===== src/rtl/act_interp_pkg.sv =====
// Shared helpers for the activation-LUT interpolators: signed clamping
// and the rounding bias that is added before the fraction shift.
package act_interp_pkg;

    localparam int unsigned CALC_W = 64;

    typedef struct packed {
        logic                     ovf;
        logic signed [CALC_W-1:0] val;
    } sat_t;

    // Clamp a wide signed value into the signed range of 'width' bits.
    function automatic sat_t sat_signed(input logic signed [CALC_W-1:0] value,
                                        input int unsigned width);
        logic signed [CALC_W-1:0] hi;
        logic signed [CALC_W-1:0] lo;
        sat_t r;
        hi    = (64'sd1 <<< (width - 1)) - 64'sd1;
        lo    = -hi - 64'sd1;
        r.ovf = (value > hi) || (value < lo);
        r.val = (value > hi) ? hi : ((value < lo) ? lo : value);
        return r;
    endfunction

    function automatic logic signed [CALC_W-1:0] round_bias(input int unsigned frac_w,
                                                             input bit round);
        return (round && frac_w > 0) ? (64'sd1 <<< (frac_w - 1)) : '0;
    endfunction

endpackage


===== src/rtl/pipe_stage_ctl.sv =====
// Valid/load control for one elastic pipeline stage; the load term
// ripples backward so bubbles collapse within a single cycle.
module pipe_stage_ctl (
    input  logic clk,
    input  logic rst,
    input  logic in_v,
    input  logic ld_next,
    output logic v,
    output logic ld
);

    assign ld = !v | ld_next;

    always_ff @(posedge clk) begin
        if (!rst)
            v <= 1'b0;
        else if (ld)
            v <= in_v;
    end

endmodule


===== src/rtl/lin_interp_pipe.sv =====
// Three-stage piecewise-linear interpolator with rounding, saturation
// and valid/ready backpressure.
module lin_interp_pipe
    import act_interp_pkg::*;
#(
    parameter int DATA_W = 8,
    parameter int FRAC_W = 4,
    parameter int REM_W  = 4,
    parameter int ROUND  = 0,
    parameter int SAT    = 1
) (
    input  logic                     clk,
    input  logic                     rst,
    input  logic                     in_valid,
    output logic                     in_ready,
    input  logic signed [DATA_W-1:0] base,
    input  logic signed [DATA_W-1:0] next_data,
    input  logic        [REM_W-1:0]  remaining,
    output logic                     out_valid,
    input  logic                     out_ready,
    output logic signed [DATA_W-1:0] interpolated_value,
    output logic                     out_sat
);

    localparam int DIFF_W = DATA_W + 1;
    localparam int PROD_W = DATA_W + 1 + REM_W + 1;
    localparam int SUM_W  = PROD_W + 1;

    logic v1, v2, v3;
    logic ld1, ld2, ld3;

    pipe_stage_ctl u_ctl1 (.clk(clk), .rst(rst), .in_v(in_valid), .ld_next(ld2),       .v(v1), .ld(ld1));
    pipe_stage_ctl u_ctl2 (.clk(clk), .rst(rst), .in_v(v1),       .ld_next(ld3),       .v(v2), .ld(ld2));
    pipe_stage_ctl u_ctl3 (.clk(clk), .rst(rst), .in_v(v2),       .ld_next(out_ready), .v(v3), .ld(ld3));

    assign in_ready  = ld1;
    assign out_valid = v3;

    logic signed [DIFF_W-1:0] d1;
    logic signed [DATA_W-1:0] b1, b2;
    logic        [REM_W-1:0]  r1;
    logic signed [PROD_W-1:0] p2;

    always_ff @(posedge clk) begin
        if (!rst) begin
            d1 <= '0;
            b1 <= '0;
            r1 <= '0;
        end else if (ld1) begin
            d1 <= DIFF_W'(next_data) - DIFF_W'(base);
            b1 <= base;
            r1 <= remaining;
        end
    end

    logic signed [PROD_W-1:0] rem_x;
    logic signed [PROD_W-1:0] prod;

    assign rem_x = $signed(PROD_W'(r1));
    assign prod  = PROD_W'(d1) * rem_x + PROD_W'(round_bias(FRAC_W, ROUND != 0));

    always_ff @(posedge clk) begin
        if (!rst) begin
            p2 <= '0;
            b2 <= '0;
        end else if (ld2) begin
            p2 <= prod;
            b2 <= b1;
        end
    end

    logic signed [PROD_W-1:0] q;
    logic signed [SUM_W-1:0]  sum;
    sat_t                     clamp;
    logic signed [DATA_W-1:0] res;

    always_comb begin
        q     = p2 >>> FRAC_W;
        sum   = SUM_W'(b2) + SUM_W'(q);
        clamp = sat_signed(64'(sum), DATA_W);
        res   = (SAT != 0) ? clamp.val[DATA_W-1:0] : sum[DATA_W-1:0];
    end

    always_ff @(posedge clk) begin
        if (!rst) begin
            interpolated_value <= '0;
            out_sat            <= 1'b0;
        end else if (ld3) begin
            interpolated_value <= res;
            out_sat            <= clamp.ovf;
        end
    end

endmodule


===== config.mk =====
export PLATFORM = sky130hd
export DESIGN_NAME = lin_interp_pipe
export DESIGN_NICKNAME = d
export VERILOG_FILES = /design/src/rtl/act_interp_pkg.sv /design/src/rtl/pipe_stage_ctl.sv /design/src/rtl/lin_interp_pipe.sv
export SDC_FILE = /design/constraint.sdc
export NUM_CORES = 1
export LEC_CHECK = 0
export ABC_AREA = 0
export CAP_MARGIN = 20
export CORE_ASPECT_RATIO = 0.9
export CORE_MARGIN = 5
export CORE_UTILIZATION = 35
export CTS_CLUSTER_SIZE = 20
export DETAILED_ROUTE_END_ITERATION = 6
export MAX_ROUTING_LAYER = met4
export PLACE_DENSITY_LB_ADDON = 0.25
export RECOVER_POWER = 50
export SYNTH_ARGS = -nofsm -noshare
export SYNTH_HDL_FRONTEND = slang
export SYNTH_HIERARCHICAL = 1
export SYNTH_SLANG_ARGS = --single-unit

===== constraint.sdc =====
create_clock -name clk -period 5.15 [get_ports clk]
set_clock_uncertainty 0.05 [all_clocks]
set_input_delay 0.7725 -clock clk [delete_from_list [all_inputs] [get_ports clk]]
set_output_delay 0.7725 -clock clk [all_outputs]
set_load 0.02 [all_outputs]

## Yosys cells after proc, flatten, opt, wreduce, memory -nomap -nowiden

Index checks and enable logic that the tools add are counted.

- Register bits after elaboration: 55
- Input port bits: 24
- Output and inout port bits: 11

- Add/subtract/negate cells: 2
- $mul: 1
- Order comparisons: 2
- Mux-type cells: 2
- Bitwise operators: 3
- Reductions and logical operators: 4

Operators with widths:

| operator | count |
|---|---|
| $mux W8 | 2 |
| $mul A9 B5 Y14 | 1 |
| $add A8 B10 Y11 | 1 |
| $gt A11 B8 Y1 const B | 1 |
| $lt A11 B8 Y1 const B | 1 |
| $sub A8 B8 Y9 | 1 |
| $logic_not A1 Y1 | 3 |
| $or A1 B1 Y1 | 3 |
| $logic_or A1 B1 Y1 | 1 |

## Logic depth before layout (Yosys ltp)

- Depth after elaboration: 4
- Gate-level depth with buffers: 14

## Cells and area by module

The synthesis kept the hierarchy.

Modules (own cells, without submodules):

| module | instances | cells each | area each (µm²) | seq. area each (µm²) |
|---|---|---|---|---|
| lin_interp_pipe | 1 | 440 | 3766.1 | 960.9 |
| pipe_stage_ctl | 3 | 4 | 48.8 | 20.0 |

## Least setup slack after synthesis

No wires, ideal clock.

- Path kind: register to register
- From: reg r1[2]
- To: reg p2[11]
- Arrival: 3.181 ns
- Data required time: 4.972 ns
- Slack: 1.790 ns
- Stages on the path, launching flop included: 14
- Clock period less this slack: 3.360 ns
- Cell sequence: dfxtp_1 and2_1 ha_1 inv_1 fa_1 fa_1 inv_1 ha_1 o21ai_0 o21ai_1 a41o_1 a21oi_1 xor2_1 o31ai_1

- Word-level cells in the longest chain between the ends: 1

RTL lines:

| what | line | RTL |
|---|---|---|
| from (decl) | lin_interp_pipe.sv:41 | `logic [REM_W-1:0] r1;` |
| from (signal assigned) | lin_interp_pipe.sv:52 | `r1 <= remaining;` |
| $mul A9 B5 Y14 | lin_interp_pipe.sv:60 | `assign prod = PROD_W'(d1) * rem_x + PROD_W'(round_bias(FRAC_W, ROUND != 0));` |
| to (signal assigned) | lin_interp_pipe.sv:67 | `p2 <= prod;` |
| to (decl) | lin_interp_pipe.sv:42 | `logic signed [PROD_W-1:0] p2;` |

Every way passes these cells.
A chain may end at the register's enable or synchronous reset.

## Worst setup path in the final report

- From: in out_ready
- To: out in_ready

- Word-level cells in the longest chain between the ends: 3

RTL lines:

| what | line | RTL |
|---|---|---|
| from (decl) | lin_interp_pipe.sv:20 | `input logic out_ready,` |
| $or A1 B1 Y1 | pipe_stage_ctl.sv:12 | `assign ld = !v \| ld_next;` |
| net ld3 | lin_interp_pipe.sv:30 | `logic ld1, ld2, ld3;` |
| $or A1 B1 Y1 | pipe_stage_ctl.sv:12 |  |
| net ld2 | lin_interp_pipe.sv:30 |  |
| $or A1 B1 Y1 | pipe_stage_ctl.sv:12 |  |
| to (decl) | lin_interp_pipe.sv:15 | `output logic in_ready,` |

The timed path passes the listed nets, and every way through them passes these cells.

==> metrics.yaml <==
switching_share_pct: 31.2
n_antenna_cell: 0
synth_area_leaders: "dfxtp_1, ha_1, fa_1, mux2i_1, inv_1"
synth_area_sq_mm: 0.00391
finalHoldViolCount: 0
synth_top_area_cell: "dfxtp_1"
start_util_pct: 35.9
synth_cell_type_count: 55
place_inst: 628
syn2layout_area_growth_pct: 16.2
ys_ff_latch: 51
cts_tree: "done"
dr.pass1.iters: 4
finalCritPeriodShare_pct: 83.4
arrival_ns: 3.47
dr_total_vias: 3047
power_frac_seq_pct: 42.1
routed_wl_um: 7980
antenna_found_initial: 0
p_leak_nw: 2.28
synthArstFlopShare_pct: 0
yosysWarnings: 6
worstPathMaxFanout: 23
syn_nets: 538
numCtsBuffers: 5
avgSynthCellArea_sq_um: 8.66
nets: 569
outcome: "completed"
rsz0062_at_grt: "false"
wl_met2_um: 3700
via_per_inst: 4.79
dp_hpwl_um: 6430
powerDensity_mw_per_mm2: 241
die_w_um: 121
power.switching_mw: 0.341
power_mw: 1.09
postCtsSetupBuffers: 0
synth_top_area_share_pct: 26.1
fmax_mhz: 233
wl_met1_um: 3960
clk_pin_slew_ns: 0.07
grt_max_degree: 39
worst_pin_slew_ns: 1.08
combPwrFrac_pct: 26.2
p_clk_share_pct: 31.7
setup_viol: 0
finalMaxSlewViolations: 0
overflow: 0
highest_layer: "met4"
clkSinkCount: 51
die_height_um: 110
ys_seq_area_share_pct: 26.1
clock_latency_ns: 0.29
maxCapViolations: 0
cts_resized: 0
gp_congestion: 0.800
wl_per_cell_um: 12.5
ant_nets: 0
io_pins: 35
htree_levels: 2
core_area_sq_mm: 0.0109
drc: 0
dieArea_sq_mm: 0.0134
grt_pass1_wl_um: 13500
cp.required_ns: 4.33
grt_pass1_vias: 2885
slew-limit-headroom_pct: 28.0
synth_edf_count: 0
stdcell_count: 636
synthFlopType: "dfxtp_1"
pre_cts_slack_ns: 1.45
fin_setup_tns_ns: 0
drive_gt1_share_pct: 4.75
crit_type: "in2out"
endpoint_kind: "output pin"
syn_inst: 452
fp-row-count: 36
holdBufCountCts: 0
portBuffers: 34
layout_setup_ws_ns: 0.856
peakVddDrop_mv: 0.167
clockRootBuffer: "clkbuf_16"
met3_length_um: 207
hold_class: "reg2reg"
min_period_ns: 4.29
p_int_mw: 0.753
grt_usage_pct: 12.8
drtIter0Drc: 73
worstSetupStartpointType: "input port"
ctsLongestPathBuffers: 2
path summary, 6_finish.rpt:
check,to,slack [ns],cells past startpoint,startpoint
worst max register to register,p2[12],1.46,13,r1[3]
worst min-delay path,interpolated_value[5],0.40,2,interpolated_value[5]
worst max-delay path,in_ready,0.86,5,out_ready
worst min register to register,interpolated_value[5],0.40,2,interpolated_value[5]
cells in the mapped netlist, drive strengths merged, types with 2 or more instances:
| library cell | number |
|---|---|
| and2 | 26 |
| o21a | 7 |
| o211ai | 4 |
| dfxtp | 51 |
| nand4 | 3 |
| ha | 42 |
| fa | 20 |
| or3 | 5 |
| nand2 | 25 |
| nor4 | 2 |
| nand2b | 3 |
| xor2 | 3 |
| mux2i | 25 |
| clkbuf | 6 |
| nor2 | 45 |
| and3 | 2 |
| nor2b | 4 |
| a211oi | 7 |
| a2bb2oi | 2 |
| a31oi | 2 |
| a21o | 4 |
| buf | 5 |
| inv | 65 |
| o21ai | 19 |
| nand3 | 5 |
| a21boi | 7 |
| xnor2 | 10 |
| a21oi | 21 |
| nor3 | 14 |
| a211o | 2 |
| o31ai | 2 |
| a2111oi | 2 |
per-layer routing:
metal  up-vias  GRT usage [%]
li1       1590              -
met1      1411           17.2
met2        38           20.3
met3         8           1.89
met4         0           3.68
met5         -              -
logic make-up after synthesis:
kind of cell	Yosys count	share of synthesized area (%)
flip-flops	51	26.1
multiplexers	25	6.40
AND/OR/NAND/NOR	138	17.8
buffers and inverters	76	7.51
XOR/XNOR	13	2.91
adder cells (fa/ha/maj)	62	23.7
AO/OA/AOI/OAI	87	15.6
power groups by stage:
stage / sequential [mW] / clock (mW) / combinational [mW]
final: 0.461 / 0.346 / 0.287
after global routing: 0.466 / 0.373 / 0.324
after CTS: 0.462 / 0.357 / 0.297
after detailed placement: 0.471 / 0 / 0.295
after global placement: 0.470 / 0 / 0.291
after floorplan: 0.478 / 0 / 0.193
critical path, stage by stage:
cell             delay (ns)
clkdlybuf4s50_1        0.46
nand2b_4               0.16
nand2b_1               0.84
nand2b_4               0.55
clkdlybuf4s50_1        0.69
cell type report:
class | instances | area [sq um]
fill | 1132 | 6350
clock inverter | 3 | 27.5
inverter | 65 | 244
sequential | 51 | 1020
tap | 152 | 190
clock buffer | 5 | 125
multi-input combinational | 325 | 2590
timing repair buffer | 35 | 348
stage by stage:
step / instance area [sq um] / hold slack, ns / util, %
global route: 4550 / 0.420 / 41.7
floorplan: 3910 / 0.408 / -
finish: 4550 / 0.396 / 41.7
detailed placement: 4400 / 0.392 / 40.4
CTS: 4550 / 0.404 / 41.8
global placement: 4400 / 0.389 / 40.4
flip-flops by register name, indices dropped and copies added (netlist names), 4 cells and up:
signal and cells:
p2 10, d1 9, b1 8, b2 8
interpolated_value 8, r1 4
cells in the final DEF, fill, tap and decap left out, types with 5 or more instances in the layout:
cell type and n:
nand3_1 5, or3_1 5, inv_1 65, o21ai_1 10, xnor2_1 10, dlygate4sd3_1 11, nor2_1 45, nand2_1 25
mux2i_1 25, clkdlybuf4s50_1 23, and2_1 26, clkbuf_16 5, nor3_1 14, a21oi_1 21, fa_1 20, o21ai_0 9
ha_1 42, dfxtp_1 51, a211oi_1 6, o21a_1 7
Power figures use the tool's default switching activity.
